$ cat src/rtl/rvpc_mmu_pkg.sv
// Shared MMU definitions: walker FSM states, PTE bit positions and satp fields.
package rvpc_mmu_pkg;

  typedef enum logic [1:0] {
    PTW_IDLE = 2'd0,
    PTW_L1   = 2'd1,
    PTW_L0   = 2'd2,
    PTW_RESP = 2'd3
  } ptw_state_e;

  localparam int PTE_V = 0;
  localparam int PTE_R = 1;
  localparam int PTE_W = 2;
  localparam int PTE_X = 3;
  localparam int PTE_U = 4;
  localparam int PTE_G = 5;
  localparam int PTE_A = 6;
  localparam int PTE_D = 7;
  localparam int PTE_PPN_LSB = 10;

  localparam int SATP_MODE_BIT = 31;
  localparam int PAGE_SHIFT    = 12;

endpackage

$ cat src/rtl/m_pte_check.sv
// Combinational decode of one Sv32 PTE: classifies it as a usable leaf,
// a pointer to the next level, or a page fault.
// Optional build macro: PTW_AD_FAULT_EN (fault leaves whose A/D bits are not set).
module m_pte_check
  import rvpc_mmu_pkg::*;
(
  input  logic [31:0] pte,
  input  logic        level,
  input  logic        store,
  output logic        valid_leaf,
  output logic        next_level,
  output logic        fault
);

  logic leaf;
  logic bad_enc;
  logic misaligned;
  logic dead_end;
  logic ad_fault;

`ifndef PTW_AD_FAULT_EN
  logic unused_ad;
  assign unused_ad = ^{store, pte[PTE_A], pte[PTE_D]};
`endif
  logic unused_bits;
  assign unused_bits = ^{pte[31:20], pte[9:8], pte[PTE_G], pte[PTE_U]};

  // Classify the PTE; level=1 means the first (superpage) level.
  always_comb begin
    leaf       = pte[PTE_R] | pte[PTE_X];
    bad_enc    = !pte[PTE_V] | (!pte[PTE_R] & pte[PTE_W]);
    misaligned = leaf & level & (pte[PTE_PPN_LSB +: 10] != 10'd0);
    dead_end   = !leaf & !level;
    ad_fault   = 1'b0;
`ifdef PTW_AD_FAULT_EN
    ad_fault   = leaf & (!pte[PTE_A] | (store & !pte[PTE_D]));
`endif
    fault      = bad_enc | misaligned | dead_end | ad_fault;
    next_level = !fault & !leaf;
    valid_leaf = !fault & leaf;
  end

endmodule

$ cat src/rtl/m_ptw_sv32.sv
// Sv32 two-level hardware page-table walker feeding the translation cache.
// Optional build macro: PTW_AD_FAULT_EN (handled inside m_pte_check).
module m_ptw_sv32
  import rvpc_mmu_pkg::*;
#(
  parameter int VPN_W = 20,
  parameter int PPN_W = 20,
  parameter int FLG_W = 8
) (
  input  logic                   CLK,
  input  logic                   RST_X,
  input  logic [31:0]            i_satp,
  input  logic                   i_req,
  input  logic [31:0]            i_vaddr,
  input  logic                   i_store,
  input  logic                   i_flush,
  output logic                   o_busy,
  output logic                   o_done,
  output logic                   o_fault,
  output logic [PPN_W-1:0]       o_ppn,
  output logic [FLG_W-1:0]       o_flags,
  output logic                   o_mem_req,
  output logic [31:0]            o_mem_addr,
  input  logic                   i_mem_ack,
  input  logic [31:0]            i_mem_rdata,
  output logic                   o_fill_we,
  output logic [VPN_W-1:0]       o_fill_vpn,
  output logic [PPN_W+FLG_W-1:0] o_fill_data
);

  ptw_state_e       state_q, state_d;
  logic [19:0]      vpn_q, vpn_d;
  logic             store_q, store_d;
  logic [19:0]      root_q, root_d;
  logic             bare_q, bare_d;
  logic             abort_q, abort_d;
  logic [19:0]      l0_base_q, l0_base_d;
  logic [19:0]      ppn_q, ppn_d;
  logic [7:0]       flags_q, flags_d;
  logic             fault_q, fault_d;

  logic             chk_valid_leaf;
  logic             chk_next_level;
  logic             chk_fault;
  logic [31:0]      l1_addr;
  logic [31:0]      l0_addr;

  logic unused_in;
  assign unused_in = ^{i_satp[30:20], i_vaddr[11:0], i_mem_rdata[31:30]};

  m_pte_check u_pte_check (
    .pte        (i_mem_rdata),
    .level      (state_q == PTW_L1),
    .store      (store_q),
    .valid_leaf (chk_valid_leaf),
    .next_level (chk_next_level),
    .fault      (chk_fault)
  );

  // PTE addresses: page base plus 4-byte index, wrapping at 32 bits.
  always_comb begin
    l1_addr = (32'(root_q) << PAGE_SHIFT) + 32'({vpn_q[19:10], 2'b00});
    l0_addr = (32'(l0_base_q) << PAGE_SHIFT) + 32'({vpn_q[9:0], 2'b00});
  end

  // Walk sequencing: capture on accept, issue PTE reads, resolve on ack.
  always_comb begin
    state_d   = state_q;
    vpn_d     = vpn_q;
    store_d   = store_q;
    root_d    = root_q;
    bare_d    = bare_q;
    abort_d   = abort_q;
    l0_base_d = l0_base_q;
    ppn_d     = ppn_q;
    flags_d   = flags_q;
    fault_d   = fault_q;
    case (state_q)
      PTW_IDLE: begin
        abort_d = 1'b0;
        if (i_req && !i_flush) begin
          vpn_d   = i_vaddr[31:12];
          store_d = i_store;
          root_d  = i_satp[19:0];
          fault_d = 1'b0;
          flags_d = 8'h00;
          if (i_satp[SATP_MODE_BIT]) begin
            bare_d  = 1'b0;
            state_d = PTW_L1;
          end else begin
            bare_d  = 1'b1;
            ppn_d   = i_vaddr[31:12];
            state_d = PTW_RESP;
          end
        end
      end
      PTW_L1, PTW_L0: begin
        if (i_flush) abort_d = 1'b1;
        if (i_mem_ack) begin
          flags_d = i_mem_rdata[7:0];
          if (abort_q || i_flush) begin
            state_d = PTW_IDLE;
          end else if (chk_fault) begin
            fault_d = 1'b1;
            ppn_d   = 20'h0;
            state_d = PTW_RESP;
          end else if (chk_next_level) begin
            l0_base_d = i_mem_rdata[29:10];
            state_d   = PTW_L0;
          end else if (chk_valid_leaf) begin
            if (state_q == PTW_L1) ppn_d = {i_mem_rdata[29:20], vpn_q[9:0]};
            else                   ppn_d = i_mem_rdata[29:10];
            state_d = PTW_RESP;
          end
        end
      end
      default: state_d = PTW_IDLE;
    endcase
  end

  // Walker state registers.
  always_ff @(posedge CLK or negedge RST_X) begin
    if (!RST_X) begin
      state_q   <= PTW_IDLE;
      vpn_q     <= '0;
      store_q   <= 1'b0;
      root_q    <= '0;
      bare_q    <= 1'b0;
      abort_q   <= 1'b0;
      l0_base_q <= '0;
      ppn_q     <= '0;
      flags_q   <= '0;
      fault_q   <= 1'b0;
    end else begin
      state_q   <= state_d;
      vpn_q     <= vpn_d;
      store_q   <= store_d;
      root_q    <= root_d;
      bare_q    <= bare_d;
      abort_q   <= abort_d;
      l0_base_q <= l0_base_d;
      ppn_q     <= ppn_d;
      flags_q   <= flags_d;
      fault_q   <= fault_d;
    end
  end

  // Outputs decode from state; result fields read zero outside a done cycle.
  always_comb begin
    o_busy      = (state_q != PTW_IDLE);
    o_mem_req   = (state_q == PTW_L1) || (state_q == PTW_L0);
    o_mem_addr  = 32'h0;
    if (state_q == PTW_L1) o_mem_addr = l1_addr;
    if (state_q == PTW_L0) o_mem_addr = l0_addr;
    o_done      = (state_q == PTW_RESP) && !i_flush;
    o_fault     = o_done && fault_q;
    o_ppn       = o_done ? PPN_W'(ppn_q) : '0;
    o_flags     = o_done ? FLG_W'(flags_q) : '0;
    o_fill_we   = o_done && !fault_q && !bare_q;
    o_fill_vpn  = o_done ? VPN_W'(vpn_q) : '0;
    o_fill_data = {o_ppn, o_flags};
  end

endmodule
$ cat config.mk
export PLATFORM = sky130hd
export DESIGN_NAME = m_ptw_sv32
export DESIGN_NICKNAME = d
export VERILOG_FILES = /design/src/rtl/rvpc_mmu_pkg.sv /design/src/rtl/m_pte_check.sv /design/src/rtl/m_ptw_sv32.sv
export SDC_FILE = /design/constraint.sdc
export NUM_CORES = 1
export LEC_CHECK = 0
export CORE_MARGIN = 1
export CORE_UTILIZATION = 46
export CTS_CLUSTER_DIAMETER = 100
export DETAILED_ROUTE_END_ITERATION = 6
export HOLD_SLACK_MARGIN = 0.02
export PLACE_DENSITY = 0.92
export SLEW_MARGIN = 20
export SYNTH_ARGS = -nofsm -noshare
export SYNTH_HDL_FRONTEND = slang
export SYNTH_SLANG_ARGS = --single-unit
$ cat constraint.sdc
create_clock -name CLK -period 4.27 [get_ports CLK]
set_input_delay 0.854 -clock CLK [delete_from_list [all_inputs] [get_ports CLK]]
set_output_delay 0.854 -clock CLK [all_outputs]
set_load 0.01 [all_outputs]
-- Yosys cells after proc, flatten, opt, wreduce, memory -nomap -nowiden
Index checks and enable logic that the tools add are counted.
W data, S select, Z words.
- bits in registers: 93
- input bits: 102
- output and inout bits: 113
- logic and storage cells: 95
- $add $sub $neg: 2
- equal/unequal tests: 12
- multiplexer cells: 33
- bitwise operators: 12
- reductions and logical operators: 27
- operators by type and width (kind ; number):
    $mux W20 ; 9
    $add A32 B12 Y32 ; 2
    $mux W32 ; 2
    $pmux W20 S2 ; 1
    $mux W8 ; 3
    $pmux W8 S2 ; 1
    $mux W2 ; 7
    $ne A2 B2 Y1 const B ; 6
    $mux W10 ; 1
    $reduce_and A5 Y1 ; 2
    $reduce_bool A10 Y1 ; 1
    $logic_not A1 Y1 ; 8
    $reduce_and A7 Y1 ; 1
    $and A1 B1 Y1 ; 6
    $mux W1 ; 6
    $ne A3 B3 Y1 const B ; 2
    $reduce_and A3 Y1 ; 2
    $logic_and A1 B1 Y1 ; 5
    $ne A5 B5 Y1 const B ; 1
    $eq A2 B2 Y1 const B ; 2
    $or A1 B1 Y1 ; 4
    $pmux W1 S2 ; 2
    $pmux W2 S2 ; 1
    $reduce_and A2 Y1 ; 2
    6 further kinds ; 9

-- Logic depth before layout (Yosys ltp)
Gate-level depths: netlist of run 1.
- depth in word-level cells: 13
- depth in mapped cells: 9
- mapped depth without buffers: 6

-- Modules after synthesis
From an unflattened synthesis of run 1, not the netlist that was laid out.
- cells, all modules: 439
- area, all modules: 5038.6 sq um
- modules (own cells, without submodules) (module ; instances ; cells each ; area each (sq um) ; sequential area each (sq um)):
    m_ptw_sv32 ; 1 ; 428 ; 4954.8 ; 2352.3
    m_pte_check ; 1 ; 11 ; 83.8 ; 0.0

-- Worst setup path after synthesis of run 1
Ideal clock, no wire load.
- kind: register to output
- start: reg state_q[1]
- end: out o_mem_addr[20]
- arrival: 1667 ps
- data required time: 3416 ps
- setup slack: 1749 ps
- cell stages (with the launch flop): 8
- path buffers: 3
- cells stage by stage: dfrtp_1 > inv_1 > ha_1 > buf_2 > buf_2 > nor2b_1 > clkbuf_1 > a22o_1
- word-level cells in the longest chain between the ends: 3
- elaborated cells between the ends (all ways): 4
- those cells by class: eq/ne: 2; mux: 2
- RTL lines (item ; RTL line ; source):
    start: declaration ; m_ptw_sv32.sv:31 ; ptw_state_e state_q, state_d;
    start signal: assignment ; m_ptw_sv32.sv:135 ; state_q <= state_d;
    $eq A2 B1 Y1 ; m_ptw_sv32.sv:153 ; if (state_q == PTW_L1) o_mem_addr = l1_addr;
    $mux W32 ; m_ptw_sv32.sv:153 ;
    $mux W32 (*) ; m_ptw_sv32.sv:154 ; if (state_q == PTW_L0) o_mem_addr = l0_addr;
    end: declaration ; m_ptw_sv32.sv:23 ; output logic [31:0] o_mem_addr,
Mark *: on every way between the ends. The rest lies on a longest branch, timed or not.

-- Worst setup path after layout of run 1
- start: in i_flush
- end: out o_fill_data[20]
- word-level cells in the longest chain between the ends: 3
- RTL lines (item ; RTL line ; source):
    start: declaration ; m_ptw_sv32.sv:16 ; input logic i_flush,
    $logic_not A1 Y1 ; m_ptw_sv32.sv:155 ; o_done = (state_q == PTW_RESP) && !i_flush;
    $logic_and A1 B1 Y1 ; m_ptw_sv32.sv:155 ;
    $mux W20 ; m_ptw_sv32.sv:157 ; o_ppn = o_done ? PPN_W'(ppn_q) : '0;
    end: declaration ; m_ptw_sv32.sv:28 ; output logic [PPN_W+FLG_W-1:0] o_fill_data
No other way between the ends.

==> out/metrics.yaml, run 1 <==
worst_slack_ns: 0.681
die_area_um2: 11300
nets: 706
syn_area_um2: 5010
start_kind: "input port"
async_flop_share_pct: 100
io_pins: 215
status: "finished, final reports clean"
yosysMostFrequentCell: "dfrtp_1"
startpoint: "i_flush"
synthCells: 458
die_x_um: 106
cts_sinks: 93
synth_ff_type: "dfrtp_1"
leakagePower_nw: 2.91
final_hold_viol_count: 0
timing.setup.tns_ns: 0
overflow: 0
fin_util_pct: 66.8
r2r-start: "state_q[0]"
route.detailed.drc: 0
synth_top_area_share_pct: 46.5
power_mw: 4.30
fin_crit_sh_pct: 84.1
irDropWorstVdd_mv: 0.340
highest_layer: "met4"
wl_met3_um: 1130
crit_path_max_incr_delay_ns: 0.55
placed_area_um2: 6730
cp_cell_sequence: "clkdlybuf4s50_1 -> nor2b_4 -> buf_4 -> and2_1 -> clkdlybuf4s50_1"
synth_enable_flop_cells: 0
synth_area_leaders: "dfrtp_1 (46%), mux2_2 (11%), and2_1 (6.1%)"
worst_pin_slew_ns: 1.05
design_area_um2: 6960
ys_types: 39
areaGrowthSynthToFinish_pct: 39.0
drv_slew: 0
cts-root-buf: "clkbuf_8"
criticalPathCategory: "in -> out"
ys_seq_area_share_pct: 46.5
grt_pass1_vias: 4302
rows: 37
slew_headroom_pct: 30.3
ant_nets: 0
core_area_um2: 10400
rsz0062_at_grt: "no"
path_clk_slew_ns: 0.09
wl_met2_um: 6940
arrival_ns: 2.74
routed_via_density: 5.62
setup_violations: 0
clock_skew_ns: 0.00464
ys_ff_latch: 93
wirelength_um: 14300
cp_common_cell: "clkdlybuf4s50_1"
synth_common_cells: "dfrtp_1 (93), mux2_2 (50), and2_1 (49)"
cts_buffers: 9
wl_per_cell_um: 19.3
power_density_nw_per_um2: 619
max_freq_mhz: 279
hold_class: "reg -> reg"
crit_path_max_fanout: 20
clockBufferDepth: 2
fill_cells: 857
hp-start: "flags_q[4]"
postCtsHoldBufs: 0
vias: 4156
avgSynthCellArea_um2: 10.9
fin_crit_ns: 3.59
htree_levels: 3
grt_pass1_wl_um: 22900
dp_slack_ns: 0.678
antenna_cells: 0
cts_setup_buffers: 0
clock_latency_ns: 0.37
gp_congestion: 0.872
grt_antenna_before_repair: 0
tritoncts: "done"
io_buffers: 184
maxCapViolCount: 0
critical_path_required_ns: 3.42
critPathSlowestCell: "clkdlybuf4s50_1"
dp_hpwl_um: 10400
synth_warnings: 0
start_util_pct: 48.1
synth_area_leader_cell: "dfrtp_1"
dr.pass1.iters: 4
cp-end-kind: "output port"
die_h_um: 106
wl_met1_um: 5820
grt_usage_pct: 26.6
grt_max_degree: 94
drt-initial-drc-count: 176
cts_resized: 0
drive_gt1_share_pct: 14.4
## layout by cell type (no fill, tap or decap), drive strengths merged, types with 5 or more instances in the layout
| master | n |
|---|---|
| clkdlybuf4s50 | 183 |
| clkbuf | 9 |
| inv | 6 |
| a32o | 10 |
| a2111oi | 11 |
| a2bb2oi | 11 |
| dfrtp | 93 |
| and2 | 49 |
| a22o | 20 |
| mux2 | 70 |
| ha | 5 |
| nand4 | 10 |
| buf | 13 |
| nand2 | 39 |
| mux2i | 10 |
| o21ai | 22 |
| nor2 | 12 |
## logic make-up after synthesis
family / Yosys count / share of synthesized area (%)
adders and majority gates: 5 / 1.25
DFF: 93 / 46.5
other: 1 / 0.0749
muxes: 80 / 17.7
and+or+nand+nor: 122 / 13.0
buffers and inverters: 72 / 8.10
AOI/OAI and AO/OA: 85 / 13.3
## registers in the layout (all words and copies together) (netlist names)
signal / flops
l0_base_q: 20
bare_q: 1
abort_q: 1
root_q: 20
ppn_q: 20
vpn_q: 20
state_q: 2
fault_q: 1
flags_q: 8
## metrics by stage
stage                     hold slack (ns)  instances
after global placement              0.454        724
after detailed placement            0.463        724
after CTS                           0.484        740
final                               0.477        740
after global routing                0.504        740
after floorplan                     0.442        459
## critical path: cells and delay by family
family | cells | cell delay [ns]
simple gates | 2 | 0.50
buf+inv | 3 | 1.38
## final cells by class
class | count | area, um^2 | share of cell area (%)
clock inverter | 7 | 98.8 | 1.42
clock buffer | 9 | 124 | 1.78
tap | 136 | 170 | 2.45
multi-input combinational | 294 | 2290 | 32.9
inverter | 5 | 18.8 | 0.270
timing repair buffer | 196 | 1930 | 27.8
sequential | 93 | 2330 | 33.4
## path summary, 6_finish.rpt
kind,endpoint,slack (ns),cells past startpoint
max,o_fill_data[20],0.68,5
max reg2reg,l0_base_q[2],1.37,8
max in group asynchronous,state_q[0],3.16,1
min in group asynchronous,root_q[6],0.53,1
min,flags_q[4],0.48,2
min reg2reg,flags_q[4],0.48,2
## where the power goes
group          total, mW  switching (mW)  leakage, nW  internal, mW
Clock              0.663           0.332       0.0981         0.331
Combinational       2.14            1.05         1.65          1.08
Sequential          1.50           0.256         1.16          1.25
## per-layer routing
metal  up-vias  global-route usage [%]
li1       1885                       -
met1      2053                    33.1
met2       187                    44.2
met3        31                    6.56
met4         0                    11.1
met5         -                       0
Power figures use the tool's default switching activity.
==> run 2, diff against run 1 <==
--- a/config.mk
+++ b/config.mk
@@ -6,11 +6,11 @@
 export NUM_CORES = 1
 export LEC_CHECK = 0
 export CORE_MARGIN = 1
-export CORE_UTILIZATION = 46
+export CORE_UTILIZATION = 43
 export CTS_CLUSTER_DIAMETER = 100
 export DETAILED_ROUTE_END_ITERATION = 6
 export HOLD_SLACK_MARGIN = 0.02
-export PLACE_DENSITY = 0.92
+export PLACE_DENSITY = 0.87
 export SLEW_MARGIN = 20
 export SYNTH_ARGS = -nofsm -noshare
 export SYNTH_HDL_FRONTEND = slang
==> constraint.sdc (replaced) <==
create_clock -name CLK -period 3.7 [get_ports CLK]
set_input_delay 0.74 -clock CLK [delete_from_list [all_inputs] [get_ports CLK]]
set_output_delay 0.74 -clock CLK [all_outputs]
set_load 0.01 [all_outputs]
==> out/metrics.yaml, run 2 (synthesis gave the netlist of run 1 again) <==
fin_crit_ns: 3.38
drt-initial-drc-count: 222  # +26%
cp-end-kind: "output port"
slew_headroom_pct: 37.9  # +7.6 points
gp_congestion: 0.858  # -1.6%
dp_hpwl_um: 10500  # +1.3%
r2r_cells: 9  # +1
setup_violations: 0  # unchanged
nets: 709  # +0.42%
startpoint: "i_flush"
final_hold_viol_count: 0  # unchanged
dr.pass1.iters: 4  # unchanged
fin_util_pct: 62.1  # -4.7 points
rows: 39  # +5.4%
power_mw: 5.08  # +18%
cts-root-buf: "clkbuf_16"
grt_antenna_before_repair: 0  # unchanged
reg2reg_slack_ns: 0.92  # -0.45 ns
final_common_cell: "clkdlybuf4s50_1"
dp_slack_ns: 0.331  # -0.347 ns
ant_nets: 0  # unchanged
die_h_um: 110  # +3.4%
vias: 4149  # -0.17%
r2r-start: "state_q[1]"
leakagePower_nw: 2.97  # +2.0%
critical_path_required_ns: 2.96  # -0.46 ns
io_pins: 215  # unchanged
layout_common_cells: "clkdlybuf4s50_1 (183), dfrtp_1 (93), mux2_2 (50)"
clockBufferDepth: 2  # unchanged
r2r-end: "l0_base_q[5]"
overflow: 0  # unchanged
start_kind: "input port"
htree_levels: 3  # unchanged
die_area_um2: 12100  # +6.8%
areaGrowthSynthToFinish_pct: 41.0
drv_slew: 0  # unchanged
criticalPathCategory: "in -> out"
die_x_um: 110  # +3.4%
cts_setup_buffers: 0  # unchanged
max_freq_mhz: 296
start_util_pct: 44.0  # -4.0 points
tritoncts: "done"
clock_latency_ns: 0.34  # -0.03 ns
irDropWorstVdd_mv: 0.354  # +4.0%
io_buffers: 184  # unchanged
core_area_um2: 11400  # +9.2%
clock_skew_ns: 0.00857  # +0.00393 ns
worst_pin_slew_ns: 0.932  # -0.114 ns
wl_per_cell_um: 19.3  # -0.27%
route.detailed.drc: 0  # unchanged
arrival_ns: 2.64  # -0.10 ns
worst_slack_ns: 0.325  # -0.356 ns
crit_path_max_fanout: 18  # -10%
path_clk_slew_ns: 0.06  # -0.03 ns
grt_pass1_wl_um: 22000  # -4.2%
cts_buffers: 9  # unchanged
maxCapViolCount: 0  # unchanged
grt_max_degree: 87  # -7.4%
rsz0062_at_grt: "no"
fin_crit_sh_pct: 91.2
routed_via_density: 5.53  # -1.5%
wirelength_um: 14400  # +1.1%
status: "finished, final reports clean"
postCtsHoldBufs: 0  # unchanged
grt_pass1_vias: 4066  # -5.5%
drive_gt1_share_pct: 15.0  # +0.59 points
grt_usage_pct: 24.5  # -2.1 points
power_density_nw_per_um2: 719  # +16%
hold_class: "in -> async"
fill_cells: 935  # +9.1%
cts_resized: 0  # unchanged
timing.setup.tns_ns: 0  # unchanged
antenna_cells: 0  # unchanged
cts_sinks: 93  # unchanged
==> run 2: changes by cell type in the layout (fill, tap and decap cells not counted), sizes merged <==
cell,before,now
buf,13,16
bufinv,2,0
clkbuf,9,10
clkinv,0,4
clkinvlp,4,2
inv,6,5
==> run 2: per-stage QoR <==
step / hold slack, ns / std cells / cell area, um^2
finish: 0.459 / 750 / 7060
global route: 0.505 / 750 / 7060
CTS: 0.476 / 750 / 7060
detailed placement: 0.462 / 734 / 6780
global placement: 0.455 / 734 / 6780
floorplan: 0.442 / 459 / 5010
==> run 2: worst max path at each step <==
| stage | to | slack (ns) | cells after the start |
|---|---|---|---|
| after floorplan | o_mem_addr[20] | 1.29 | 7 |
| after global placement | o_ppn[10] | 0.38 | 5 |
| after detailed placement | o_ppn[10] | 0.33 | 5 |
| after CTS | o_ppn[10] | 0.33 | 5 |
| after global routing | o_fill_data[23] | 0.26 | 5 |
| final | o_ppn[10] | 0.32 | 5 |
==> run 2: routing by layer <==
metal,routed length [um],up-vias,GRT usage (%)
met3,908,21,4.21
li1,-,1897,-
met4,257,0,8.67
met5,0,-,0
met2,7230,174,42.3
met1,6050,2057,30.7
==> run 2: critical path, cell delays in order <==
cell	delay, ns
clkdlybuf4s50_1	0.53
nor2b_4	0.34
buf_4	0.28
and2_1	0.18
clkdlybuf4s50_1	0.56
==> run 2: report_power, final <==
| part | internal, mW | total (mW) | leakage (nW) | switching, mW |
|---|---|---|---|---|
| combinational | 1.26 | 2.48 | 1.67 | 1.21 |
| clock | 0.471 | 0.864 | 0.134 | 0.393 |
| sequential | 1.44 | 1.74 | 1.16 | 0.294 |
| total | 3.18 | 5.08 | 2.97 | 1.90 |
==> run 2: cell type report <==
| type | instances | area (um^2) | area share, % |
|---|---|---|---|
| clock buffers | 10 | 239 | 3.39 |
| clock inverters | 6 | 38.8 | 0.549 |
| inverters | 5 | 18.8 | 0.266 |
| multi-input cells | 294 | 2290 | 32.4 |
| flip-flops and latches | 93 | 2330 | 33.0 |
| well taps | 143 | 179 | 2.53 |
| repair buffers | 199 | 1970 | 27.9 |
